[config.mk]
export PLATFORM = sky130hd
export DESIGN_NAME = spi_sd_cmd_engine
export DESIGN_NICKNAME = d
export VERILOG_FILES = /design/src/rtl/spi_sd_cmd_engine.sv
export SDC_FILE = /design/constraint.sdc
export NUM_CORES = 1
export LEC_CHECK = 0
export ABC_CLOCK_PERIOD_IN_PS = 3310
export BUFFER_PORTS_ARGS = -buffer_cell sky130_fd_sc_hd__buf_2
export CAP_MARGIN = 10
export CORE_UTILIZATION = 48
export CTS_BUF_LIST = sky130_fd_sc_hd__clkbuf_8 sky130_fd_sc_hd__clkbuf_16
export DETAILED_ROUTE_END_ITERATION = 6
export PLACE_DENSITY = 0.69
export SYNTH_ARGS = -nofsm -noshare
export SYNTH_HDL_FRONTEND = slang
export SYNTH_SLANG_ARGS = --single-unit
[constraint.sdc]
create_clock -name clk -period 3.31 [get_ports clk]
set_input_delay 0.331 -clock clk [delete_from_list [all_inputs] [get_ports clk]]
set_output_delay 0.331 -clock clk [all_outputs]
set_load 0.005 [all_outputs]
[src/rtl/spi_sd_cmd_engine.sv]
// spi_sd_cmd_engine: SPI-mode (mode 0) SD command engine.
//   Accepts a command strobe, frames a 6-byte SD command with CRC7, shifts it
//   out MSB first, then polls 0xFF bytes until an R1 response (bit7 == 0) or
//   until RESP_TIMEOUT poll bytes have gone by.
// Ports:
//   clk, rst          system clock, synchronous active-high reset
//   com_start         one-cycle strobe, start a command (ignored while busy)
//   com_cmd[7:0]      command index, [5:0] used
//   com_arg[23:0]     argument, frame arg = {8'h00, com_arg}
//   speed[1:0]        SCLK half-period = CLKDIV_BASE << (2*speed), latched at start
//   close             one-cycle strobe, abort and release the card (wins over start)
//   sclk, mosi, cs_n  SPI pins (sclk idles low, mosi idles high)
//   miso              SPI data in, sampled on sclk rising edge
//   busy              transaction in progress
//   done              one-cycle pulse at end of transaction
//   timeout           valid with done: no R1 within RESP_TIMEOUT bytes
//   resp[7:0]         R1 byte, valid with done, held until next start
module spi_sd_cmd_engine #(
   parameter int unsigned CLKDIV_BASE  = 1,
   parameter int unsigned RESP_TIMEOUT = 8
) (
   input  logic        clk,
   input  logic        rst,
   input  logic        com_start,
   input  logic [7:0]  com_cmd,
   input  logic [23:0] com_arg,
   input  logic [1:0]  speed,
   input  logic        close,
   output logic        sclk,
   output logic        mosi,
   input  logic        miso,
   output logic        cs_n,
   output logic        busy,
   output logic        done,
   output logic        timeout,
   output logic [7:0]  resp
);

   localparam int unsigned DIV_W  = $clog2(64 * CLKDIV_BASE);
   localparam int unsigned POLL_W = $clog2(RESP_TIMEOUT + 1);

   typedef enum logic [2:0] {
      ST_IDLE,
      ST_SETUP,
      ST_SEND,
      ST_POLL,
      ST_FINISH
   } state_t;

   state_t            state, state_nxt;
   logic              sclk_nxt, mosi_nxt, cs_n_nxt, busy_nxt, done_nxt, timeout_nxt;
   logic [7:0]        resp_nxt;
   logic [1:0]        speed_q, speed_nxt;
   logic [47:0]       frame_q, frame_nxt;
   logic [7:0]        rx_q, rx_nxt;
   logic [DIV_W-1:0]  div_q, div_nxt, half_m1;
   logic [2:0]        bit_q, bit_nxt;
   logic [2:0]        byte_q, byte_nxt;
   logic [POLL_W-1:0] poll_q, poll_nxt;
   logic [39:0]       hdr;
   logic              div_end;
   logic              unused_cmd_hi;

   // Serial CRC7 (x^7 + x^3 + 1, init 0) over the first five frame bytes.
   function automatic logic [6:0] crc7_40(input logic [39:0] d);
      logic [6:0] c;
      logic       fb;
      c = 7'h00;
      for (int i = 39; i >= 0; i--) begin
         fb = d[i] ^ c[6];
         c  = {c[5:0], 1'b0};
         if (fb) c = c ^ 7'h09;
      end
      return c;
   endfunction

   assign hdr           = {2'b01, com_cmd[5:0], 8'h00, com_arg};
   assign unused_cmd_hi = ^com_cmd[7:6];

   // Half-period terminal count from the speed latched at start.
   assign half_m1 = DIV_W'((CLKDIV_BASE << {speed_q, 1'b0}) - 1);
   assign div_end = (div_q == half_m1);

   // State register and all registered outputs.
   always_ff @(posedge clk) begin
      if (rst) begin
         state   <= ST_IDLE;
         sclk    <= 1'b0;
         mosi    <= 1'b1;
         cs_n    <= 1'b1;
         busy    <= 1'b0;
         done    <= 1'b0;
         timeout <= 1'b0;
         resp    <= 8'hFF;
         speed_q <= 2'd0;
         frame_q <= 48'h0;
         rx_q    <= 8'hFF;
         div_q   <= '0;
         bit_q   <= 3'd0;
         byte_q  <= 3'd0;
         poll_q  <= '0;
      end else begin
         state   <= state_nxt;
         sclk    <= sclk_nxt;
         mosi    <= mosi_nxt;
         cs_n    <= cs_n_nxt;
         busy    <= busy_nxt;
         done    <= done_nxt;
         timeout <= timeout_nxt;
         resp    <= resp_nxt;
         speed_q <= speed_nxt;
         frame_q <= frame_nxt;
         rx_q    <= rx_nxt;
         div_q   <= div_nxt;
         bit_q   <= bit_nxt;
         byte_q  <= byte_nxt;
         poll_q  <= poll_nxt;
      end
   end

   // Next-state and next-output logic.
   always_comb begin
      state_nxt   = state;
      sclk_nxt    = sclk;
      mosi_nxt    = mosi;
      cs_n_nxt    = cs_n;
      busy_nxt    = busy;
      done_nxt    = 1'b0;
      timeout_nxt = timeout;
      resp_nxt    = resp;
      speed_nxt   = speed_q;
      frame_nxt   = frame_q;
      rx_nxt      = rx_q;
      div_nxt     = div_q;
      bit_nxt     = bit_q;
      byte_nxt    = byte_q;
      poll_nxt    = poll_q;

      if (close) begin
         // Abort from any state: release the card, no done pulse.
         state_nxt = ST_IDLE;
         sclk_nxt  = 1'b0;
         mosi_nxt  = 1'b1;
         cs_n_nxt  = 1'b1;
         busy_nxt  = 1'b0;
         div_nxt   = '0;
      end else begin
         case (state)
            ST_IDLE: begin
               if (com_start) begin
                  state_nxt   = ST_SETUP;
                  busy_nxt    = 1'b1;
                  cs_n_nxt    = 1'b0;
                  resp_nxt    = 8'hFF;
                  timeout_nxt = 1'b0;
                  speed_nxt   = speed;
                  frame_nxt   = {hdr, crc7_40(hdr), 1'b1};
                  div_nxt     = '0;
                  bit_nxt     = 3'd0;
                  byte_nxt    = 3'd0;
               end
            end

            // cs_n low for one half-period before the first bit.
            ST_SETUP: begin
               if (div_end) begin
                  state_nxt = ST_SEND;
                  div_nxt   = '0;
                  mosi_nxt  = frame_q[47];
               end else begin
                  div_nxt = div_q + DIV_W'(1);
               end
            end

            // Low half then high half per bit; mosi advances on the falling edge.
            ST_SEND: begin
               if (!div_end) begin
                  div_nxt = div_q + DIV_W'(1);
               end else begin
                  div_nxt = '0;
                  if (!sclk) begin
                     sclk_nxt = 1'b1;
                  end else begin
                     sclk_nxt  = 1'b0;
                     frame_nxt = frame_q << 1;
                     mosi_nxt  = frame_q[46];
                     if (bit_q == 3'd7) begin
                        bit_nxt = 3'd0;
                        if (byte_q == 3'd5) begin
                           state_nxt = ST_POLL;
                           mosi_nxt  = 1'b1;
                           byte_nxt  = 3'd0;
                           poll_nxt  = '0;
                        end else begin
                           byte_nxt = byte_q + 3'd1;
                        end
                     end else begin
                        bit_nxt = bit_q + 3'd1;
                     end
                  end
               end
            end

            // Clock out 0xFF, shift in miso on rising edges, judge each full byte.
            ST_POLL: begin
               if (!div_end) begin
                  div_nxt = div_q + DIV_W'(1);
               end else begin
                  div_nxt = '0;
                  if (!sclk) begin
                     sclk_nxt = 1'b1;
                     rx_nxt   = {rx_q[6:0], miso};
                  end else begin
                     sclk_nxt = 1'b0;
                     if (bit_q == 3'd7) begin
                        bit_nxt  = 3'd0;
                        poll_nxt = poll_q + POLL_W'(1);
                        if (!rx_q[7]) begin
                           resp_nxt  = rx_q;
                           state_nxt = ST_FINISH;
                           cs_n_nxt  = 1'b1;
                        end else if ((poll_q + POLL_W'(1)) == POLL_W'(RESP_TIMEOUT)) begin
                           timeout_nxt = 1'b1;
                           resp_nxt    = 8'hFF;
                           state_nxt   = ST_FINISH;
                           cs_n_nxt    = 1'b1;
                        end
                     end else begin
                        bit_nxt = bit_q + 3'd1;
                     end
                  end
               end
            end

            // Pins already released on entry; pulse done and drop busy.
            ST_FINISH: begin
               done_nxt  = 1'b1;
               busy_nxt  = 1'b0;
               state_nxt = ST_IDLE;
            end

            default: state_nxt = ST_IDLE;
         endcase
      end
   end

endmodule

==> results.md, run 1 <==
- Status: finished clean
- Fmax: 0.3733 GHz
- Vias/cell: 5.517
- Synthesized cell area: 4746 sq um
- Most frequent cells in the layout: 94 x nand2_1, 91 x dfxtp_1, 69 x nor2_1, 50 x buf_2, 34 x a21oi_1
- Final Skew: approximately 10 ps
- Setup TNS Final: 0 ps
- Width of the die: 101.4 um
- Setup CP Type: reg2reg
- Final min period: around 2700 ps
- Clk buf depth: 2
- Post-Synthesis Cells: 561
- Clock Pin Slew Worst Setup and Hold Paths: 100 ps
- Peak VDD IR: 231.8 uV
- DP HPWL: 7533 um
- Worst path arrival time: 2930 ps
- Area Overhead vs Synth: 10.49%
- Nets: between 600 and 700
- Clock Latency Late Sink: 360 ps
- Hold Vio Cnt, Final: 0
- Most common cell after layout, fill and taps aside: nand2_1
- Layout cells sized above 1: 14.31%
- Pin count of the biggest net entering global routing: 48
- Initial Util: just over 50%
- Sequential-to-total area share from yosys stat: 38.39%
- PD cells: 513.6 nW/um^2
- Critical-path cell list: or2_2 -> ha_1 -> xnor2_1 -> nor2_1 -> o21ai_2 -> o21ai_0 -> nand4_1 -> nor3_1 -> o21bai_1
- DRT Pass-1 Iters: 5
- Setup WS post-layout: between 600 and 700 ps
- Delay-heaviest family, CP: simple AND/OR/NAND/NOR gates
- Count of final setup violators: 0
- GRT overflow: 0
- Routed len/inst: 14.84 um
- CP Max Fanout: 8
- Asr flop ratio synth: 0%
- Yosys cell types: 54
- Global-route wire length before repair: between 15000 and 20000 um
- H-tree depth: 3
- Setup Slack @ Placement: about 650 ps
- All-Layer GR Usage: between 20% and 30%
- CP Launch Type: register
- Final WL: around 11000 um
- Number of synthesized register bits: 91
- CTS tree: built
- CTS Hold Bufs: 0
- Crit Reg-Reg Endpoint: resp[4]$_SDFFE_PP1P_
- Buffers on Ports: 50
- Clk sinks: 91
- Critical-path top delay cell: nand4_1
- Hold EP: rx_q[0]$_SDFFE_PP1P_
- Cts repair resizes: 0
- Worst setup EP type: register
- Post-synth EDFFs: 0
- Worst hold path depth: 2
- DIE AREA: a little over 10000 sq um
- Avg Cell Area, Syn: 8.460 sq um
- R2R setup slack: 630 ps
- Vias in the first global route: around 3700
- Ys flop type: dfxtp_1
- FP Rows: 35
- Post-Place Cells: 707
- Clock root cell: clkbuf_8
- Initial antenna violation count: 0
- Vias post-DR: 3989
- # DRC: 0
- Crit-path max cell delay: 410 ps
- Non-filler cells, final: 723
- Initial DRC Count: approximately 240
- Slew Limit Headroom: 44.11%
- Syn_nets: 605
- Fillers: 918
- Synth Warn #: 0
- Max Cap Violations: 0
- Global placer's final weighted congestion: between 0.8 and 0.9
- IO Count: 53
- Buf/Inv on CP: 0
- Core ar.: around 9400 sq um
- Die Y: just over 100 um
- Least-Margin Pin Slew: between 800 and 900 ps
- RSZ-0062 raised after global routing: false
- Hold WC Path Type: in2reg
- Inserted Clock Buffers: 9
- Post-CTS setup buffer count: 0
- ANT nets after route: 0
- Static leakage power: 2.067 nW
- Hold path startpoint: miso
- Slew Limit Fails: 0
- Reg2Reg Depth: 9
- Antenna cells: 0
- Tcrit/Tclk final: 80.94%
- Worst reg2reg path startpoint: speed_q[1]$_SDFFE_PP0P_
- Data required, critical path: 3560 ps
## worst register-to-register path, stage by stage (launching register included)
cell and delay (ps):
dfxtp_1 360, or2_2 320, ha_1 310, xnor2_1 130
nor2_1 150, o21ai_2 160, o21ai_0 310, nand4_1 410
nor3_1 340, o21bai_1 90
## power by group
part / total, W / internal (W) / switching [W] / leakage, nW
Combinational: 0.000782 / 0.000399 / 0.000383 / 1.24
Sequential: 0.00120 / 0.00116 / 0.0000371 / 0.741
Clock: 0.000714 / 0.000285 / 0.000429 / 0.0886
## cells by family (layout without fill, tap and decap cells)
| logic type | after synthesis | after routing | share of synthesized area (%) |
|---|---|---|---|
| adders and majority gates | 5 | 5 | 1.318 |
| xor gates and xnor gates | 56 | 56 | 14.82 |
| DFF | 91 | 91 | 38.39 |
| muxes | 4 | 4 | 0.8437 |
| and+or+nand+nor | 245 | 245 | 23.57 |
| AOI/OAI and AO/OA | 117 | 117 | 17.45 |
| buffers and inverters | 43 | 76 | 3.612 |
## registers in the layout, indices dropped and copies added (netlist names)
name     cells
frame_q     48
resp         8
rx_q         8
div_q        6
poll_q       4
bit_q        3
byte_q       3
state        3
speed_q      2
busy         1
cs_n         1
done         1
mosi         1
sclk         1
timeout      1
## Yosys cell counts, drive strengths merged (4+ instances only)
master | count | area share (%)
a311oi | 33 | 6.1
nor2b | 10 | 1.3
nand2b | 5 | 0.66
a21oi | 35 | 3.7
buf | 12 | 1.2
dfxtp | 91 | 38
xnor3 | 13 | 6.2
nand3 | 17 | 1.8
or3 | 4 | 0.53
and2 | 5 | 0.66
ha | 5 | 1.3
o21bai | 8 | 1.3
clkbuf | 27 | 2.1
a211o | 8 | 1.5
nand2 | 95 | 7.6
o21ai | 13 | 1.5
nor2 | 69 | 5.5
nor3 | 16 | 1.7
xnor2 | 27 | 5.0
mux2i | 4 | 0.84
xor2 | 14 | 2.6
inv | 4 | 0.32
or2 | 4 | 0.53
## worst max-delay path by stage
stage / start / to / slack, ps / cells after the start
after floorplan: speed_q[1]$_SDFFE_PP0P_ / poll_q[3]$_SDFFE_PP0P_ / 960 / 10
after global placement: com_cmd[4] / frame_q[3]$_SDFFE_PP0P_ / 730 / 8
after detailed placement: speed_q[1]$_SDFFE_PP0P_ / resp[4]$_SDFFE_PP1P_ / 650 / 9
after CTS: speed_q[1]$_SDFFE_PP0P_ / resp[4]$_SDFFE_PP1P_ / 630 / 9
after global routing: speed_q[1]$_SDFFE_PP0P_ / resp[4]$_SDFFE_PP1P_ / 420 / 9
final: speed_q[1]$_SDFFE_PP0P_ / resp[4]$_SDFFE_PP1P_ / 630 / 9
## layer usage
metal / up-vias / GRT usage (%) / part of all wire, %
met5: - / 0 / 0
met3: 8 / 3.589 / 2.6
met1: 1902 / 27.75 / 47
met2: 56 / 37.36 / 49
met4: 0 / 7.135 / 0.85
li1: 2023 / - / -
## per-stage QoR
step                      power, W  area, sq um  hold slack (ps)  utilization, %
after CTS                 0.002717         5244            150.2           55.69
final                     0.002693         5244            165.4           55.69
after floorplan           0.001837         4746            416.3               -
after detailed placement  0.001998         5062            437.7           53.77
after global routing      0.002853         5244            158.4           55.69
after global placement    0.001979         5062            430.3           53.77
## area by class of cell
cell class	count	area, sq um	area share, %
multi-input cells	427	2769	52.80
flip-flops and latches	91	1822	34.74
repair buffers	56	295.3	5.631
well taps	129	161.4	3.078
clock buffers	9	123.9	2.362
clock inverters	7	57.56	1.098
inverters	4	15.01	0.2863
No activity file was read; power rests on OpenSTA's default activity.
==> inputs of run 2 (changes only) <==
--- a/config.mk
+++ b/config.mk
@@ -5,13 +5,14 @@
 export SDC_FILE = /design/constraint.sdc
 export NUM_CORES = 1
 export LEC_CHECK = 0
-export ABC_CLOCK_PERIOD_IN_PS = 3310
+export ABC_AREA = 1
+export ABC_CLOCK_PERIOD_IN_PS = 2300
 export BUFFER_PORTS_ARGS = -buffer_cell sky130_fd_sc_hd__buf_2
 export CAP_MARGIN = 10
 export CORE_UTILIZATION = 48
 export CTS_BUF_LIST = sky130_fd_sc_hd__clkbuf_8 sky130_fd_sc_hd__clkbuf_16
 export DETAILED_ROUTE_END_ITERATION = 6
-export PLACE_DENSITY = 0.69
+export PLACE_DENSITY = 0.72
 export SYNTH_ARGS = -nofsm -noshare
 export SYNTH_HDL_FRONTEND = slang
 export SYNTH_SLANG_ARGS = --single-unit
==> constraint.sdc (replaced) <==
create_clock -name clk -period 2.3 [get_ports clk]
set_input_delay 0.23 -clock clk [delete_from_list [all_inputs] [get_ports clk]]
set_output_delay 0.23 -clock clk [all_outputs]
set_load 0.005 [all_outputs]
==> results.md, run 2 <==
- Status: finished clean
- IO Count: 53
- CTS tree: built
- Width of the die: 102.4 um
- Slew Limit Fails: 0
- Fillers: 908
- Setup Slack @ Placement: -97.44 ps
- Synthesized cell area: 4838 sq um
- Clk sinks: 91
- Met1 Resource Use GR: approximately 28%
- Post-synth top area share: between 30% and 40%
- DIE AREA: 10490 sq um
- Setup TNS Final: 0 ps
- FP Rows: 36
- Post-Synthesis Cells: about 730
- Worst path arrival time: 2520 ps
- # DRC: 0
- Syn_nets: 775
- Static leakage power: 2.757 nW
- Asr flop ratio synth: 0%
- Number of synthesized register bits: 91
- Grt met3 use: roughly 2.8%
- Slew Limit Headroom: 61.68%
- Most common cell after layout, fill and taps aside: nand2_1
- RSZ-0062 raised after global routing: true
- Inserted Clock Buffers: 9
- Hold Vio Cnt, Final: 0
- Initial antenna violation count: 0
- All-Layer GR Usage: 21.61%
- Max reg flops: 48
- CP Max Fanout: 5
- Setup WS post-layout: 60.77 ps
- Nets: 842
- Worst setup EP type: register
- Initial Util: 49.50%
- Clk buf depth: 2
- Count leader, synth: nand2_1
- Regs by FF count: frame_q (48), resp (8), rx_q (8)
- Pin count of the biggest net entering global routing: 56
- H-tree depth: 3
- Vias in the first global route: 4210
- Initial DRC Count: 174
- Ys flop type: dfxtp_1
- Routing usage on met2: a little under two fifths
- Post-synth EDFFs: 0
- Largest reg by FF count: frame_q
- Clock root cell: clkbuf_8
- Data required, critical path: 2580 ps
- Final Skew: 13.04 ps
- GRT busiest layer: met2
- Peak VDD IR: 298.8 uV
- Setup CP Type: reg2reg
- Global placer's final weighted congestion: 0.8391
- Final WL: around 12000 um
- Synth Warn #: 0
- Most frequent cells in the layout: 232 x nand2_1, 89 x dfxtp_1, 64 x inv_1, 59 x nand3_1, 50 x buf_2
- Core ar.: 9774 sq um
- Max Cap Violations: 0
- Hold WC Path Type: in2reg
- Avg Cell Area, Syn: ~6.6 sq um
- Sequential-to-total area share from yosys stat: a little under two fifths
- CP Launch Type: register
- ANT nets after route: 0
- Die Y: 102.4 um
- Fmax: ~0.45 GHz
- Routed len/inst: 12.30 um
- Global-route wire length before repair: 18200 um
- Most frequent cells after synthesis: 235 x nand2_1, 91 x dfxtp_1, 69 x inv_1
- Fin util: 59.02%
- DP HPWL: 7827 um
- Final min period: 2239 ps
- Vias post-DR: 4853
- DRT Pass-1 Iters: 5
- Buffers on Ports: 50
- Vias/cell: between 5 and 6
- Antenna cells: 0
- Clock Pin Slew Worst Setup and Hold Paths: 90 ps
- Tcrit/Tclk final: 97.36%
- PD cells: around 760 nW/um^2
- GRT overflow: 0
- Layout cells sized above 1: 18.80%
- Count of final setup violators: 0
- Yosys top cell by area: dfxtp_1
- Area contributors post-synth: dfxtp_1 38%, nand2_1 18%, nand3_1 6.2%, inv_1 5.4%, o21ai_0 5.0%
- Least-Margin Pin Slew: 574.8 ps
- Yosys cell types: 36
- Area Overhead vs Synth: 19.24%
- Hold WS: just over 100 ps
- Clock Latency Late Sink: 370 ps
## run 2: cell types whose count changed after synthesis, moves of 13 or more
cell / change
nand2_1: +141
inv_1: +65
nand3_1: +43
o21ai_0: +36
a311oi_1: -33
a31oi_1: +29
nor2_1: -27
xnor2_1: -24
nand2_2: +13
nor3_1: -13
## run 2: cells by family (layout without fill, tap and decap cells)
kind of cell,count (synthesis),count (layout),share of synthesized area (%)
flip-flops,91,91,37.65
AO/OA/AOI/OAI,141,141,16.55
AND/OR/NAND/NOR,372,372,32.40
adder cells (fa/ha/maj),5,5,1.293
buffers and inverters,103,175,8.352
XOR/XNOR,19,19,3.750
## run 2: critical path, stage by stage, from the launching register on
cell       delay, ps
dfxtp_4          370
nor2_4           120
inv_2             50
ha_4             210
xnor2_1          120
nor2_1           140
nand3_2          110
inv_2            100
a21oi_4           70
nor3_4           150
buf_4            140
buf_4            100
o2111ai_2         90
inv_2            120
nor2_1            50
a211oi_1         220
## run 2: worst paths after layout
kind | start | end | slack [ps] | depth (start not counted)
max | speed_q[1]$_SDFFE_PP0P_ | state[0]$_SDFFE_PP0P_ | 60 | 15
min | speed[0] | speed_q[0]$_SDFFE_PP0P_ | 100 | 3
max reg2reg | speed_q[1]$_SDFFE_PP0P_ | state[0]$_SDFFE_PP0P_ | 60 | 15
min reg2reg | resp[7]$_SDFFE_PP1P_ | resp[7]$_SDFFE_PP1P_ | 450 | 2
## run 2: cell type report
cell class / count / area [sq um] / area share, %
clock buffers: 9 / 123.9 / 2.147
clock inverters: 7 / 57.56 / 0.9976
inverters: 74 / 280.3 / 4.858
multi-input cells: 537 / 2720 / 47.15
flip-flops and latches: 91 / 1829 / 31.71
well taps: 133 / 166.4 / 2.884
repair buffers: 85 / 591.8 / 10.26
## run 2: what timing repair did
action,4_1_cts,5_1_grt
pin swaps,4,9
buffers inserted,2,5
gates cloned,0,3
resized for setup,11,23
hold buffers,0,0
endpoints found under the setup margin,12,68
## run 2: routing by layer
| layer | vias up | wire length, um |
|---|---|---|
| met5 | - | 0 |
| met4 | 0 | 103 |
| met3 | 10 | 481 |
| met2 | 126 | 5467 |
| met1 | 2195 | 5463 |
| li1 | 2522 | - |
## run 2: stage by stage
step / instance area, sq um / cells / total power, W
6_report: 5769 / 936 / 0.004370
3_3_place_gp: 5346 / 910 / 0.003138
2_1_floorplan: 4846 / 731 / 0.002816
3_5_place_dp: 5346 / 910 / 0.003182
4_1_cts: 5577 / 928 / 0.004235
5_1_grt: 5769 / 936 / 0.004666
## run 2: power by group
part           switching, W  leakage (nW)  internal [W]  total [W]
Combinational      0.000908          1.92      0.000595    0.00150
Clock              0.000626        0.0886      0.000410    0.00104
Sequential        0.0000908         0.745       0.00174    0.00183
